===== config.mk =====
export PLATFORM = sky130hd
export DESIGN_NAME = reg_scoreboard
export DESIGN_NICKNAME = d
export VERILOG_FILES = /design/src/rtl/reg_scoreboard.sv
export SDC_FILE = /design/constraint.sdc
export NUM_CORES = 1
export LEC_CHECK = 0
export BUFFER_PORTS_ARGS = -buffer_cell sky130_fd_sc_hd__buf_2
export CELL_PAD_IN_SITES_DETAIL_PLACEMENT = 1
export CELL_PAD_IN_SITES_GLOBAL_PLACEMENT = 2
export CORE_ASPECT_RATIO = 2
export CORE_MARGIN = 4
export CORE_UTILIZATION = 42
export DETAILED_ROUTE_END_ITERATION = 8
export PLACE_DENSITY = 0.95
export SLEW_MARGIN = 15
export SYNTH_ARGS = -nofsm -noshare
export SYNTH_HDL_FRONTEND = slang
export SYNTH_SLANG_ARGS = --single-unit

===== constraint.sdc =====
create_clock -name clk -period 37.8 [get_ports clk]
set_input_delay 1.89 -clock clk [delete_from_list [all_inputs] [get_ports clk]]
set_output_delay 1.89 -clock clk [all_outputs]
set_load 0.005 [all_outputs]

===== src/rtl/reg_scoreboard.sv =====
// Register-file write scoreboard: per-register in-flight counters drive the decode stall,
// plus a debugger drain FSM that reports when no register writes remain outstanding.
module reg_scoreboard (
  input  logic       clk,
  input  logic       reset,
  input  logic       issue_valid,
  input  logic       RegWriteE,
  input  logic [4:0] WriteRegE,
  input  logic       wb_valid,
  input  logic [4:0] WriteRegW,
  input  logic [4:0] RsD,
  input  logic [4:0] RtD,
  input  logic       flush_all,
  input  logic       drain_req,
  output logic       StallD,
  output logic       issue_block,
  output logic       drained,
  output logic [5:0] pending_count,
  output logic       sb_error
);

  typedef enum logic [1:0] {IDLE, DRAINING, DRAINED} state_t;

  state_t      state_q;
  logic        issue_block_q;
  logic        drained_q;
  logic [1:0]  cnt_q [32];
  logic [1:0]  cnt_d [32];
  logic        err_q, err_d;
  logic [5:0]  pend_q, pend_d;
  logic [31:0] inc_v, dec_v;
  logic        all_zero_d;

  // One-hot increment/decrement requests; bit 0 is never set so r0 stays untracked.
  always_comb begin
    inc_v = '0;
    dec_v = '0;
    for (int r = 1; r < 32; r++) begin
      inc_v[r] = issue_valid & RegWriteE & (WriteRegE == r[4:0]);
      dec_v[r] = wb_valid & (WriteRegW == r[4:0]);
    end
  end

  always_comb begin
    err_d    = err_q;
    pend_d   = '0;
    cnt_d[0] = 2'd0;
    for (int r = 1; r < 32; r++) begin
      cnt_d[r] = cnt_q[r];
      if (inc_v[r] && !dec_v[r]) begin
        if (cnt_q[r] == 2'd3) err_d = 1'b1;
        else                  cnt_d[r] = cnt_q[r] + 2'd1;
      end else if (dec_v[r] && !inc_v[r]) begin
        if (cnt_q[r] == 2'd0) err_d = 1'b1;
        else                  cnt_d[r] = cnt_q[r] - 2'd1;
      end
      if (cnt_d[r] != 2'd0) pend_d = pend_d + 6'd1;
    end
    if (flush_all) begin
      for (int r = 0; r < 32; r++) cnt_d[r] = 2'd0;
      err_d  = 1'b0;
      pend_d = '0;
    end
  end

  assign all_zero_d = (pend_d == 6'd0);

  always_ff @(posedge clk or posedge reset) begin
    if (reset) begin
      for (int r = 0; r < 32; r++) cnt_q[r] <= 2'd0;
      err_q  <= 1'b0;
      pend_q <= '0;
    end else begin
      for (int r = 0; r < 32; r++) cnt_q[r] <= cnt_d[r];
      err_q  <= err_d;
      pend_q <= pend_d;
    end
  end

  // Drain FSM judges emptiness on the post-update counters, so a retiring write counts.
  always_ff @(posedge clk or posedge reset) begin
    if (reset) begin
      state_q       <= IDLE;
      issue_block_q <= 1'b0;
      drained_q     <= 1'b0;
    end else if (flush_all) begin
      state_q       <= IDLE;
      issue_block_q <= 1'b0;
      drained_q     <= 1'b0;
    end else begin
      case (state_q)
        IDLE: begin
          if (drain_req) begin
            state_q       <= DRAINING;
            issue_block_q <= 1'b1;
            drained_q     <= 1'b0;
          end
        end
        DRAINING: begin
          if (!drain_req) begin
            state_q       <= IDLE;
            issue_block_q <= 1'b0;
            drained_q     <= 1'b0;
          end else if (all_zero_d) begin
            state_q       <= DRAINED;
            issue_block_q <= 1'b1;
            drained_q     <= 1'b1;
          end
        end
        DRAINED: begin
          if (!drain_req) begin
            state_q       <= IDLE;
            issue_block_q <= 1'b0;
            drained_q     <= 1'b0;
          end else if (!all_zero_d) begin
            state_q       <= DRAINING;
            issue_block_q <= 1'b1;
            drained_q     <= 1'b0;
          end
        end
        default: begin
          state_q       <= IDLE;
          issue_block_q <= 1'b0;
          drained_q     <= 1'b0;
        end
      endcase
    end
  end

  assign StallD        = ((RsD != 5'd0) && (cnt_q[RsD] != 2'd0)) ||
                         ((RtD != 5'd0) && (cnt_q[RtD] != 2'd0));
  assign issue_block   = issue_block_q;
  assign drained       = drained_q;
  assign pending_count = pend_q;
  assign sb_error      = err_q;

endmodule

# Word-level counts from Yosys, hierarchy flattened
# Cells that the tools add are included.
totals:
  register_bits: 75
  inputBits: 27
  output_inout_bits: 10
  wordCells: 797
op_classes:
  add_sub_neg: 92
  order_cmp: 2
  eq_ne: 98
  mux: 307
  bitwise: 65
  reduce_logical: 196
op_table:
  columns: ["operator", "n"]
  rows:
  - ["2-to-1 mux 2 bit", 134]
  - ["2-to-1 mux 6 bit", 31]
  - ["adder 6 x 1 -> 6 bit (second input constant)", 30]
  - ["== test 5 bit (second input constant)", 32]
  - ["2-to-1 mux 1 bit", 136]
  - ["== test 5 x 4 -> 1 bit (second input constant)", 16]
  - ["nonzero test 2 bit", 33]
  - ["== test 2 bit (second input constant)", 32]
  - ["logical AND 1 bit", 64]
  - ["logical NOT 2 bit", 32]
  - ["AND 1 bit", 63]
  - ["adder 2 x 1 -> 2 bit (second input constant)", 31]
  - ["logical NOT 1 bit", 62]
  - ["2-to-1 mux 62 bit", 1]
  - ["subtractor 2 x 1 -> 2 bit (second input constant)", 31]
  - ["== test 5 x 3 -> 1 bit (second input constant)", 8]
  - ["binary-select mux 2 bit (select 5 bit)", 2]
  - ["== test 5 x 2 -> 1 bit (second input constant)", 4]
  - ["greater-or-equal comparator 6 bit (second input constant)", 2]
  - ["NOT 5 -> 6 bit", 2]
  - ["== test 5 x 1 -> 1 bit (second input constant)", 2]
  - ["nonzero test 5 bit", 2]
  - ["inequality test 4 bit (second input constant)", 2]
  - ["logical NOT 6 bit", 1]
  - ["6 further kinds", 7]

# Depth between registers and ports, before layout
# Gate-level depths: netlist of run 1.
logic_depth:
  ltp_word: 97
  ltp_mapped: 109
  mapped_depth_nobuf: 107

# Least setup slack after synthesis of run 1
# No wires, ideal clock.
synth_timing:
  kind: "input port to flip-flop"
  startpoint: "in WriteRegW[4]"
  endpoint: "reg drained_q, in the netlist drained"
  arrival_ns: 21.275
  setup_slack_ns: 16.431
  cell_stages: 103
  n_path_buf: 1
  path_cell_list: "or4b_1 -> buf_2 -> or2_2 -> maj3_1 -> or2_2 -> ha_1 -> xor2_1 -> ha_1 -> o221ai_1 -> o41ai_4 -> ha_1 -> nor2_1 -> nor2_1 -> ha_1 -> nand2b_1 -> a2bb2oi_2 -> ha_1 -> nand2_1 -> [67 not listed] -> ha_1 -> mux2_2 -> ha_1 -> nand2_1 -> a21bo_2 -> ha_1 -> mux2_2 -> ha_1 -> mux2i_1 -> inv_1 -> ha_1 -> nand3_1 -> nor2_1 -> nor4bb_1 -> or4_4 -> a2111oi_0 -> o21ai_0 -> a211oi_1"
synth_via:
  elab_chain_cells: 71
  elab_cells_between_ends: 314
  classes_between: "30 x add/sub; 33 x eq/ne; 94 x mux; 31 x bitwise; 126 x reduce/logical"
synth_lines:
  columns: ["element", "line_no", "rtl"]
  rows:
  - ["start: declaration", "10", "input logic [4:0] WriteRegW,"]
  - ["== test 5 x 1 -> 1 bit", "40", "dec_v[r] = wb_valid & (WriteRegW == r[4:0]);"]
  - ["AND 1 bit", "40", null]
  - ["logical AND 1 bit / logical NOT 1 bit (equally long branches)", "53, 50", null]
  - ["2-to-1 mux 2 bit / logical AND 1 bit (equally long branches)", "53, 50", null]
  - ["2-to-1 mux 2 bit", "50", "if (inc_v[r] && !dec_v[r]) begin"]
  - ["nonzero test 2 bit", "57", "if (cnt_d[r] != 2'd0) pend_d = pend_d + 6'd1;"]
  - ["2-to-1 mux 1 bit", "57", null]
  - ["adder 6 x 1 -> 6 bit", "57", null]
  - ["[56 not listed]", null, null]
  - ["2-to-1 mux 6 bit", "57", null]
  - ["adder 6 x 1 -> 6 bit", "57", null]
  - ["2-to-1 mux 6 bit *", "57", null]
  - ["2-to-1 mux 6 bit *", "59", "if (flush_all) begin"]
  - ["net pend_d[4]", "30", "logic [5:0] pend_q, pend_d;"]
  - ["logical NOT 6 bit *", "66", "assign all_zero_d = (pend_d == 6'd0);"]
  - ["inequality test 4 bit (no line)", null, null]
  - ["AND reduction 3 bit (no line) *", null, null]
  - ["end signal: assignment", "85", "drained_q <= 1'b0;"]
  - ["end signal: assignment", "89", "drained_q <= 1'b0;"]
  - ["end signal: assignment", "96", "drained_q <= 1'b0;"]
  - ["end: declaration", "26", "logic drained_q;"]
# Mark *: on every way through the listed nets, which the timed path passes. The rest lies on a longest branch.
# A chain may end at the register's enable or synchronous reset.

# Worst setup path after layout of run 1
layout_timing:
  startpoint: "in WriteRegW[4]"
  endpoint: "reg issue_block_q, in the netlist issue_block"
layout_via:
  elab_chain_cells: 71
  elab_cells_between_ends: 314
  classes_between: "30 x add/sub; 33 x eq/ne; 94 x mux; 31 x bitwise; 126 x reduce/logical"
layout_lines:
  columns: ["element", "line_no", "rtl"]
  rows:
  - ["== test 5 x 1 -> 1 bit", "40", null]
  - ["AND 1 bit", "40", null]
  - ["logical AND 1 bit / logical NOT 1 bit (equally long branches)", "53, 50", null]
  - ["2-to-1 mux 2 bit / logical AND 1 bit (equally long branches)", "53, 50", null]
  - ["2-to-1 mux 2 bit", "50", null]
  - ["nonzero test 2 bit", "57", null]
  - ["2-to-1 mux 1 bit", "57", null]
  - ["adder 6 x 1 -> 6 bit", "57", null]
  - ["[56 not listed]", null, null]
  - ["2-to-1 mux 6 bit", "57", null]
  - ["adder 6 x 1 -> 6 bit", "57", null]
  - ["2-to-1 mux 6 bit *", "57", null]
  - ["2-to-1 mux 6 bit *", "59", null]
  - ["net pend_d[2]", "30", null]
  - ["logical NOT 6 bit *", "66", null]
  - ["inequality test 4 bit (no line)", null, null]
  - ["AND reduction 3 bit (no line) *", null, null]
  - ["end signal: assignment", "84", "issue_block_q <= 1'b0;"]
  - ["end signal: assignment", "88", "issue_block_q <= 1'b0;"]
  - ["end signal: assignment", "95", "issue_block_q <= 1'b1;"]
  - ["end: declaration", "25", "logic issue_block_q;"]
# Marks and branches as above.

==> results of run 1 <==
==> flip-flops by register name (all words and copies together) (netlist names) <==
signal,flops
state_q,2
issue_block,1
pending_count,6
drained,1
cnt_q,62
sb_error,1
==> Yosys cell counts, drive strengths merged, types with 9 or more instances <==
library cell	count
a211o	10
a211oi	54
a21oi	74
a221oi	9
a2bb2oi	9
a31oi	15
buf	18
clkbuf	39
dfrtp	73
ha	34
inv	59
mux2i	19
mux4	15
nand2	137
nand2b	22
nand3	48
nand4	16
nor2	126
nor2b	15
nor3	30
o211ai	28
o21a	12
o21ai	97
o22ai	12
or2	22
or4	9
xnor2	61
xnor3	16
xor2	29
==> stage by stage <==
step	area, µm²	hold slack (ns)	total power, mW	worst slack, ns	utilization
CTS	11000	0.522	0.251	14.14	0.459
detailed placement	10700	0.513	0.148	13.81	0.444
floorplan	10300	0.478	0.130	16.43	-
global placement	10700	0.498	0.145	14.76	0.444
global route	11000	0.554	0.263	12.43	0.459
finish	11000	0.517	0.250	14.17	0.459
==> final cells by class <==
type / instances / area, µm² / share of cell area
Sequential cell: 73 / 1830 / 0.166
Clock inverter: 5 / 103 / 0.00931
Timing Repair Buffer: 47 / 263 / 0.0239
Tap cell: 287 / 359 / 0.0326
Inverter: 59 / 223 / 0.0202
Clock buffer: 11 / 243 / 0.0220
Multi-Input combinational cell: 1095 / 8000 / 0.726
==> final timing paths <==
check,startpoint,end
max in group asynchronous,reset,cnt_q[21]
min in group asynchronous,reset,state_q[0]
min reg2reg,cnt_q[4],cnt_q[4]
max,WriteRegW[4],issue_block
max reg2reg,cnt_q[58],issue_block
min,cnt_q[4],cnt_q[4]
==> report_power, final <==
part | total, mW | leakage, nW | switching, mW | internal, mW
combinational | 0.0652 | 3.27 | 0.0411 | 0.0242
sequential | 0.0814 | 1.01 | 0.00141 | 0.0800
clock | 0.104 | 0.166 | 0.0373 | 0.0663
==> kinds of logic (layout without fill, tap and decap cells) <==
logic type / count (synthesis) / after routing / share of synthesized area
adder cells (fa/ha/maj): 38 / 38 / 0.0452
buffers and inverters: 116 / 122 / 0.0463
XOR/XNOR: 110 / 110 / 0.141
multiplexers: 41 / 41 / 0.0608
AND/OR/NAND/NOR: 494 / 494 / 0.244
AO/OA/AOI/OAI: 412 / 412 / 0.285
flip-flops: 73 / 73 / 0.177
==> per-layer routing <==
layer  vias up  routed length, µm
met5         -                  0
met3       132               1300
met4         0               2710
met2       260              20100
met1      5140              12400
li1       4819                  -
==> results.py, run 1 <==
metrics = {
    "global_route": {
        "grt_pass1_wl_um": 58900,
        "grt_pass1_vias": 10900,
        "grt_max_degree": 76,
        "use_met2": 0.513,
        "grt_antenna_before_repair": 0,
        "grt-ovfl-total": 0,
        "gr-usage-met1": 0.265,
        "grt_use_met3": 0.0343,
        "track_usage": 0.269,
        "gr-max-usage-layer": "met2",
    },
    "timing": {
        "tightestPinTransition_ns": 1.01,
        "finalHoldViolCount": 0,
        "rsz0062_at_grt": "false",
        "fmax_mhz": 42.3,
        "finalCritPeriodShare": 0.625,
        "layout_min_cycle_time_ns": 23.63,
        "setup_viol": 0,
        "finalSetupTns_ns": 0,
        "slew_viol_final": 0,
        "clock_skew_ns": 0.00940,
        "slew_headroom": 0.329,
    },
    "cts": {
        "clockBufferDepth": 2,
        "htree_num_levels": 3,
        "cts_root_buf": "clkbuf_16",
        "cts_tree": "done",
        "clock_latency_ns": 0.36,
        "post_cts_resized": 0,
        "cts.sinks": 73,
        "post_cts_buffers": 0,
        "clk_pin_slew_worst_paths_ns": 0.06,
        "cts_hold_buf": 0,
        "cts_buffers": 9,
    },
    "setup_path": {
        "path_max_fanout": 13,
        "startpoint_type": "input pin",
        "endpoint_kind": "flip-flop",
        "critPathKind": "in2reg",
        "max_stage_delay_ns": 0.74,
        "cp_top_family": "adder cells",
        "crit_path_top_delay_cell": "or4b_1",
        "crit_cells": 100,
        "reg2regPathDepth": 97,
        "critPathBufInv": 8,
        "cpMostUsedCell": "ha_1",
        "r2r_setup_slack_ns": 16.47,
        "required_ns": 38.03,
        "arrival_ns": 23.86,
    },
    "floorplanning": {
        "rows": 80,
        "dieArea_um2": 27300,
        "io_pins": 37,
        "initial_core_util": 0.429,
        "die_x_um": 119,
        "core_area_um2": 24000,
        "die_h_um": 229,
    },
    "pwr": {
        "p_leak_nw": 4.45,
        "powerDensity_nw_per_um2": 22.7,
        "peakVddDrop_mv": 0.0202,
    },
    "final_layout": {
        "final_common_cell": "nand2_1",
        "antenna_cells": 0,
        "area_delta_synth_final_pct": 6.92,
        "stdcell_count": 1577,
        "nets": 1346,
        "fillers": 2998,
        "drive_gt1_frac": 0.132,
        "final_cell_mix": "nand2_1, nor2_1, o21ai_0",
    },
    "job": {
        "cap_violations": 0,
    },
    "synthesis": {
        "synthCells": 1284,
        "synthesis.nets": 1345,
        "synth-edff-count": 0,
        "postSynth.asyncResetShare": 1.00,
        "synthesis.area_um2": 10300,
        "post-synth-top-area-fraction": 0.177,
        "yosys.area.top_type": "dfrtp_1",
        "ys_types": 105,
        "ys_warn_count": 0,
        "synth_area_leaders": "dfrtp_1, nand2_1, o21ai_0, nor2_1, ha_1",
        "seq_area_frac_synth": 0.177,
        "avgSynthCellArea_um2": 8.02,
        "ys_ff_latch": 73,
        "synthFlopType": "dfrtp_1",
    },
    "place": {
        "place_inst": 1561,
        "place_congestion": 0.931,
        "portBuffers": 36,
        "dp_hpwl_um": 29100,
    },
    "min_path": {
        "min_path_cells": 1,
        "min_path_type": "reg2reg",
    },
    "detailed_routing": {
        "ant_nets": 0,
        "drc": 0,
        "wirelength_um": 36500,
        "drtIter0Drc": 640,
        "avgViaCountPerCell": 6.56,
        "post_drt_wl_per_cell_um": 23.1,
        "first_pass_iters": 5,
        "vias": 10400,
    },
    "status": {
        "status": "finished clean",
    },
}
Power figures use the tool's default switching activity.
==> run 2, diff against run 1 <==
- CORE_UTILIZATION: 42 -> 36
- PLACE_DENSITY: 0.95 -> 0.9
- clock period: 37.8 -> 21.3 ns (I/O delays scaled with it)
==> run 2 against run 1 <==
Effect of this change: power rose by 81%; die area is 16% higher; clock power rose by 59%; setup slack got worse by 13 ns; register-to-register slack got worse by 15 ns; cell area up 6.1%; routed wire length up 6.8%; sequential cell count unchanged; sequential share of layout area is 0.95 points lower; global-route usage fell by 2.8 points; critical path type unchanged; critical endpoint is now state_q[0]; largest power group unchanged.
==> results.py, run 2 (synthesis gave the netlist of run 1 again) <==
metrics = {
    "status": {
        "status": "finished clean",
    },
    "floorplanning": {
        "core_area_um2": 28200,
        "io_pins": 37,
        "dieArea_um2": 31600,
        "rows": 87,
        "die_x_um": 128,
        "die_h_um": 247,
        "initial_core_util": 0.365,
    },
    "global_route": {
        "grt_pass1_vias": 11200,
        "grt_max_degree": 76,
        "grt_antenna_before_repair": 1,
        "track_usage": 0.241,
        "grt_pass1_wl_um": 60000,
        "grt-ovfl-total": 0,
    },
    "place": {
        "portBuffers": 36,
        "place_area_um2": 11000,
        "dp_worst_setup_slack_ns": -0.582,
        "place_inst": 1659,
        "dp_hpwl_um": 30400,
        "place_congestion": 0.934,
    },
    "final_layout": {
        "final_common_cell": "nand2_1",
        "stdcell_count": 1694,
        "area_delta_synth_final_pct": 13.4,
        "final_cell_mix": "nand2_1, nor2_1, o21ai_0",
        "drive_gt1_frac": 0.191,
        "largest_register_ffs": 62,
        "nets": 1393,
        "post-route-util": 0.415,
        "top_register": "cnt_q",
        "final_cell_area_um2": 11700,
    },
    "timing": {
        "finalHoldViolCount": 0,
        "finalCritPeriodShare": 0.960,
        "slew_headroom": 0.281,
        "worst_slack_ns": 0.843,
        "clock_skew_ns": 0.00972,
        "setup_viol": 0,
        "tightestPinTransition_ns": 1.08,
        "slew_viol_final": 0,
        "layout_min_cycle_time_ns": 20.46,
        "fmax_mhz": 48.9,
    },
    "detailed_routing": {
        "wirelength_um": 39000,
        "wl_met1_um": 12700,
        "drtIter0Drc": 592,
        "first_pass_iters": 5,
        "drc": 0,
        "route.met3.wl_um": 1340,
        "highest_layer": "met4",
        "post_drt_wl_per_cell_um": 23.0,
        "avgViaCountPerCell": 6.27,
        "wl_met2_um": 21900,
        "vias": 10600,
        "ant_nets": 0,
    },
    "cts": {
        "clockBufferDepth": 2,
        "clk_pin_slew_worst_paths_ns": 0.06,
        "cts_tree": "done",
        "cts.sinks": 73,
        "htree_num_levels": 3,
        "clock_latency_ns": 0.36,
        "cts_root_buf": "clkbuf_16",
        "cts_hold_buf": 0,
        "cts_buffers": 9,
    },
    "setup_path": {
        "endpoint_kind": "flip-flop",
        "critPathKind": "in2reg",
        "arrival_ns": 20.68,
        "max_stage_delay_ns": 0.57,
        "cpMostUsedCell": "ha_1",
        "startpoint_type": "input pin",
        "path_max_fanout": 6,
        "crit_path_top_delay_cell": "or4_4",
        "required_ns": 21.52,
    },
    "job": {
        "cap_violations": 0,
    },
    "pwr": {
        "power.total_mw": 0.453,
        "powerDensity_nw_per_um2": 38.8,
        "p_leak_nw": 4.68,
        "peakVddDrop_mv": 0.0264,
    },
    "min_path": {
        "min_path_type": "reg2reg",
    },
}
run 2: cell types whose count changed in the layout (fill, tap and decap cells not counted), moves of 4 or more:
cell,delta
ha_4,+6
nand2_2,+5
ha_1,-6
nand2_1,-5
nor2_2,+4
mux2i_1,-4
buf_4,+47
nor2_1,-5
run 2: worst max-delay path: cells and delay by family:
| family | cells | cell delay (ns) |
|---|---|---|
| AND/OR/NAND/NOR | 36 | 4.93 |
| AO/OA/AOI/OAI | 25 | 4.03 |
| buffers and inverters | 9 | 0.67 |
| adder cells (fa/ha/maj) | 29 | 8.06 |
| multiplexers | 7 | 1.90 |
run 2: stage by stage:
stage	TNS (ns)	hold slack, ns
after CTS	0	0.523
after global routing	-1.09	0.553
after global placement	0	0.504
final	0	0.518
after detailed placement	-2.19	0.514
after floorplan	0	0.478
run 2: what timing repair did:
item                                    4_1_cts  5_1_grt
resized for setup                            14       37
pin swaps                                     5       20
setup buffers                                 5       13
endpoints found under the setup margin        4        6
run 2: metal layers:
layer,global-route usage,vias up
li1,-,4895
met5,0,-
met2,0.477,280
met3,0.0296,136
met4,0.169,0
met1,0.220,5303
run 2: final cells by class:
type | count | area [µm²]
Clock inverter | 2 | 35.0
Sequential cell | 73 | 1830
Clock buffer | 14 | 274
Fill cell | 3412 | 16500
Tap cell | 356 | 445
Inverter | 59 | 223
Antenna cell | 1 | 2.50
Timing Repair Buffer | 94 | 616
Multi-Input combinational cell | 1095 | 8270
run 2: path summary, 6_finish.rpt:
kind | depth (start not counted) | slack, ns | startpoint | end
min reg2reg | 1 | 0.52 | cnt_q[4] | cnt_q[4]
max reg2reg | 103 | 1.94 | cnt_q[58] | state_q[0]
max in group asynchronous | 3 | 19.55 | reset | cnt_q[14]
max | 106 | 0.84 | WriteRegW[4] | state_q[0]
min in group asynchronous | 3 | 1.05 | reset | cnt_q[1]
min | 1 | 0.52 | cnt_q[4] | cnt_q[4]
run 2: where the power goes:
| part | switching, mW | internal (mW) | total, mW | leakage [nW] |
|---|---|---|---|---|
| Clock | 0.0644 | 0.100 | 0.165 | 0.153 |
| Sequential | 0.00243 | 0.142 | 0.144 | 1.01 |
| Combinational | 0.0843 | 0.0597 | 0.144 | 3.51 |
==> run 3, diff against run 2 <==
- CELL_PAD_IN_SITES_DETAIL_PLACEMENT: 1 -> 2
- CORE_UTILIZATION: 36 -> 35
- PLACE_DENSITY: 0.9 -> 0.88
- REMOVE_ABC_BUFFERS: unset -> 1
==> run 3 against run 2 <==
Effect of this change: the flow now finishes with violations (setup timing); sequential share of layout area down 0.40 points; maximum frequency down 4.6%; routed wire length up 44%; clock skew up 0.0048 ns; sequential cell count unchanged; utilization about the same; die area up 2.7%; cell area up 2.7%; critical path depth down 1.
==> results.py, run 3 (synthesis gave the netlist of run 1 again) <==
metrics = {
    "floorplanning": {
        "io_pins": 37,
        "rows": 88,
        "initial_core_util": 0.356,
        "die_h_um": 251,
        "die_x_um": 129,
        "dieArea_um2": 32400,
        "core_area_um2": 29000,
    },
    "final_layout": {
        "final_cell_area_um2": 12000,
        "final_cell_mix": "nand2_1, nor2_1, o21ai_0",
        "nets": 1402,
        "top_register": "cnt_q",
        "antenna_cells": 0,
        "largest_register_ffs": 62,
        "stdcell_count": 1706,
        "drive_gt1_frac": 0.217,
        "final_common_cell": "nand2_1",
        "area_delta_synth_final_pct": 16.5,
    },
    "cts": {
        "clock_latency_ns": 0.37,
        "cts.sinks": 73,
        "cts_root_buf": "clkbuf_16",
        "cts_hold_buf": 0,
        "clk_pin_slew_worst_paths_ns": 0.07,
        "clockBufferDepth": 2,
        "cts_buffers": 9,
        "cts_tree": "done",
        "htree_num_levels": 3,
    },
    "detailed_routing": {
        "post_drt_wl_per_cell_um": 32.9,
        "avgViaCountPerCell": 7.01,
        "drtIter0Drc": 1166,
        "wl_met2_um": 28800,
        "vias": 12000,
        "highest_layer": "met5",
        "first_pass_iters": 5,
        "ant_nets": 0,
        "wirelength_um": 56100,
        "wl_met1_um": 18200,
        "drc": 0,
        "route.met3.wl_um": 3570,
    },
    "global_route": {
        "grt_pass1_wl_um": 71700,
        "grt_max_degree": 76,
        "track_usage": 0.283,
        "grt_antenna_before_repair": 1,
        "grt_pass1_vias": 12500,
        "grt-ovfl-total": 0,
    },
    "pwr": {
        "p_seq_frac": 0.300,
        "p_leak_nw": 4.76,
        "peakVddDrop_mv": 0.0275,
        "p_switching_mw": 0.181,
        "powerDensity_nw_per_um2": 40.4,
        "p_int_mw": 0.303,
        "clockPowerShare": 0.337,
        "comb_power_share": 0.363,
        "swShare": 0.375,
        "power.total_mw": 0.484,
    },
    "setup_path": {
        "arrival_ns": 21.69,
        "endpoint_kind": "flip-flop",
        "required_ns": 21.54,
        "crit_path_top_delay_cell": "or4_4",
        "max_stage_delay_ns": 0.63,
        "cpMostUsedCell": "ha_1",
        "path_max_fanout": 15,
        "critPathKind": "in2reg",
        "startpoint_type": "input pin",
    },
    "place": {
        "place_area_um2": 11000,
        "portBuffers": 36,
        "dp_worst_setup_slack_ns": -1.30,
        "dp_hpwl_um": 34400,
        "place_inst": 1664,
        "place_congestion": 0.959,
    },
    "status": {
        "status": "complete, but fails checks",
        "violations": "setup timing",
    },
    "timing": {
        "slew_headroom": 0.152,
        "clock_skew_ns": 0.0145,
        "fmax_mhz": 46.6,
        "finalHoldViolCount": 0,
        "setup_viol": 4,
        "worst_slack_ns": -0.145,
        "tightestPinTransition_ns": 1.27,
        "slew_viol_final": 0,
        "finalSetupTns_ns": -0.528,
        "layout_min_cycle_time_ns": 21.45,
        "finalCritPeriodShare": 1.01,
    },
    "job": {
        "cap_violations": 0,
    },
    "min_path": {
        "min_path_type": "reg2reg",
    },
}
[run 3: changes by cell type in the layout (fill, tap and decap cells not counted), sizes merged]
cell	change
bufinv	-1
diode	-1
clkinv	+1
buf	+9
[run 3: per-layer routing]
| layer | track usage | vias up |
|---|---|---|
| li1 | - | 4913 |
| met1 | 0.266 | 6000 |
| met2 | 0.536 | 703 |
| met3 | 0.0361 | 346 |
| met4 | 0.212 | 2 |
| met5 | 0 | - |
[run 3: worst max-delay path, delay by kind of cell]
kind	cells	cell delay, ns
compound gates	24	3.99
mux	5	1.41
simple gates	36	5.32
buf+inv	11	1.27
fa+ha+maj	26	7.42
xor+xnor	3	1.12
[run 3: power groups by stage]
stage	combinational (mW)	clock [mW]	sequential, mW
after detailed placement	0.124	0	0.148
final	0.176	0.163	0.145
after global routing	0.186	0.168	0.146
after global placement	0.116	0	0.147
after CTS	0.137	0.159	0.145
after floorplan	0.0772	0	0.147
[run 3: cell type report]
cell class                 count  area [µm²]
timing repair buffer         103         689
clock inverter                 2        10.0
fill                        3222       17000
sequential                    73        1830
multi-input combinational   1095        8510
inverter                      59         223
tap                          360         450
clock buffer                  14         284
[run 3: final timing paths]
path	end	cells past startpoint	from	slack, ns
worst max-delay path	issue_block	105	WriteRegW[2]	-0.15
worst min-delay path	cnt_q[4]	1	cnt_q[4]	0.55
worst max register to register	issue_block	102	cnt_q[58]	1.00
worst min register to register	cnt_q[4]	1	cnt_q[4]	0.55
max in group asynchronous	cnt_q[45]	3	reset	19.43
min in group asynchronous	cnt_q[26]	2	reset	0.71
[run 3: metrics by stage]
| stage | hold WS [ns] | utilization |
|---|---|---|
| floorplan | 0.472 | - |
| global placement | 0.509 | 0.380 |
| detailed placement | 0.532 | 0.380 |
| CTS | 0.542 | 0.398 |
| global route | 0.577 | 0.414 |
| finish | 0.548 | 0.414 |
[run 3: timing repair]
action	4_1_cts	5_1_grt
resized for setup	30	64
hold endpoints to repair	0	0
endpoints found under the setup margin	6	9
buffers inserted	10	16
pin swaps	15	34
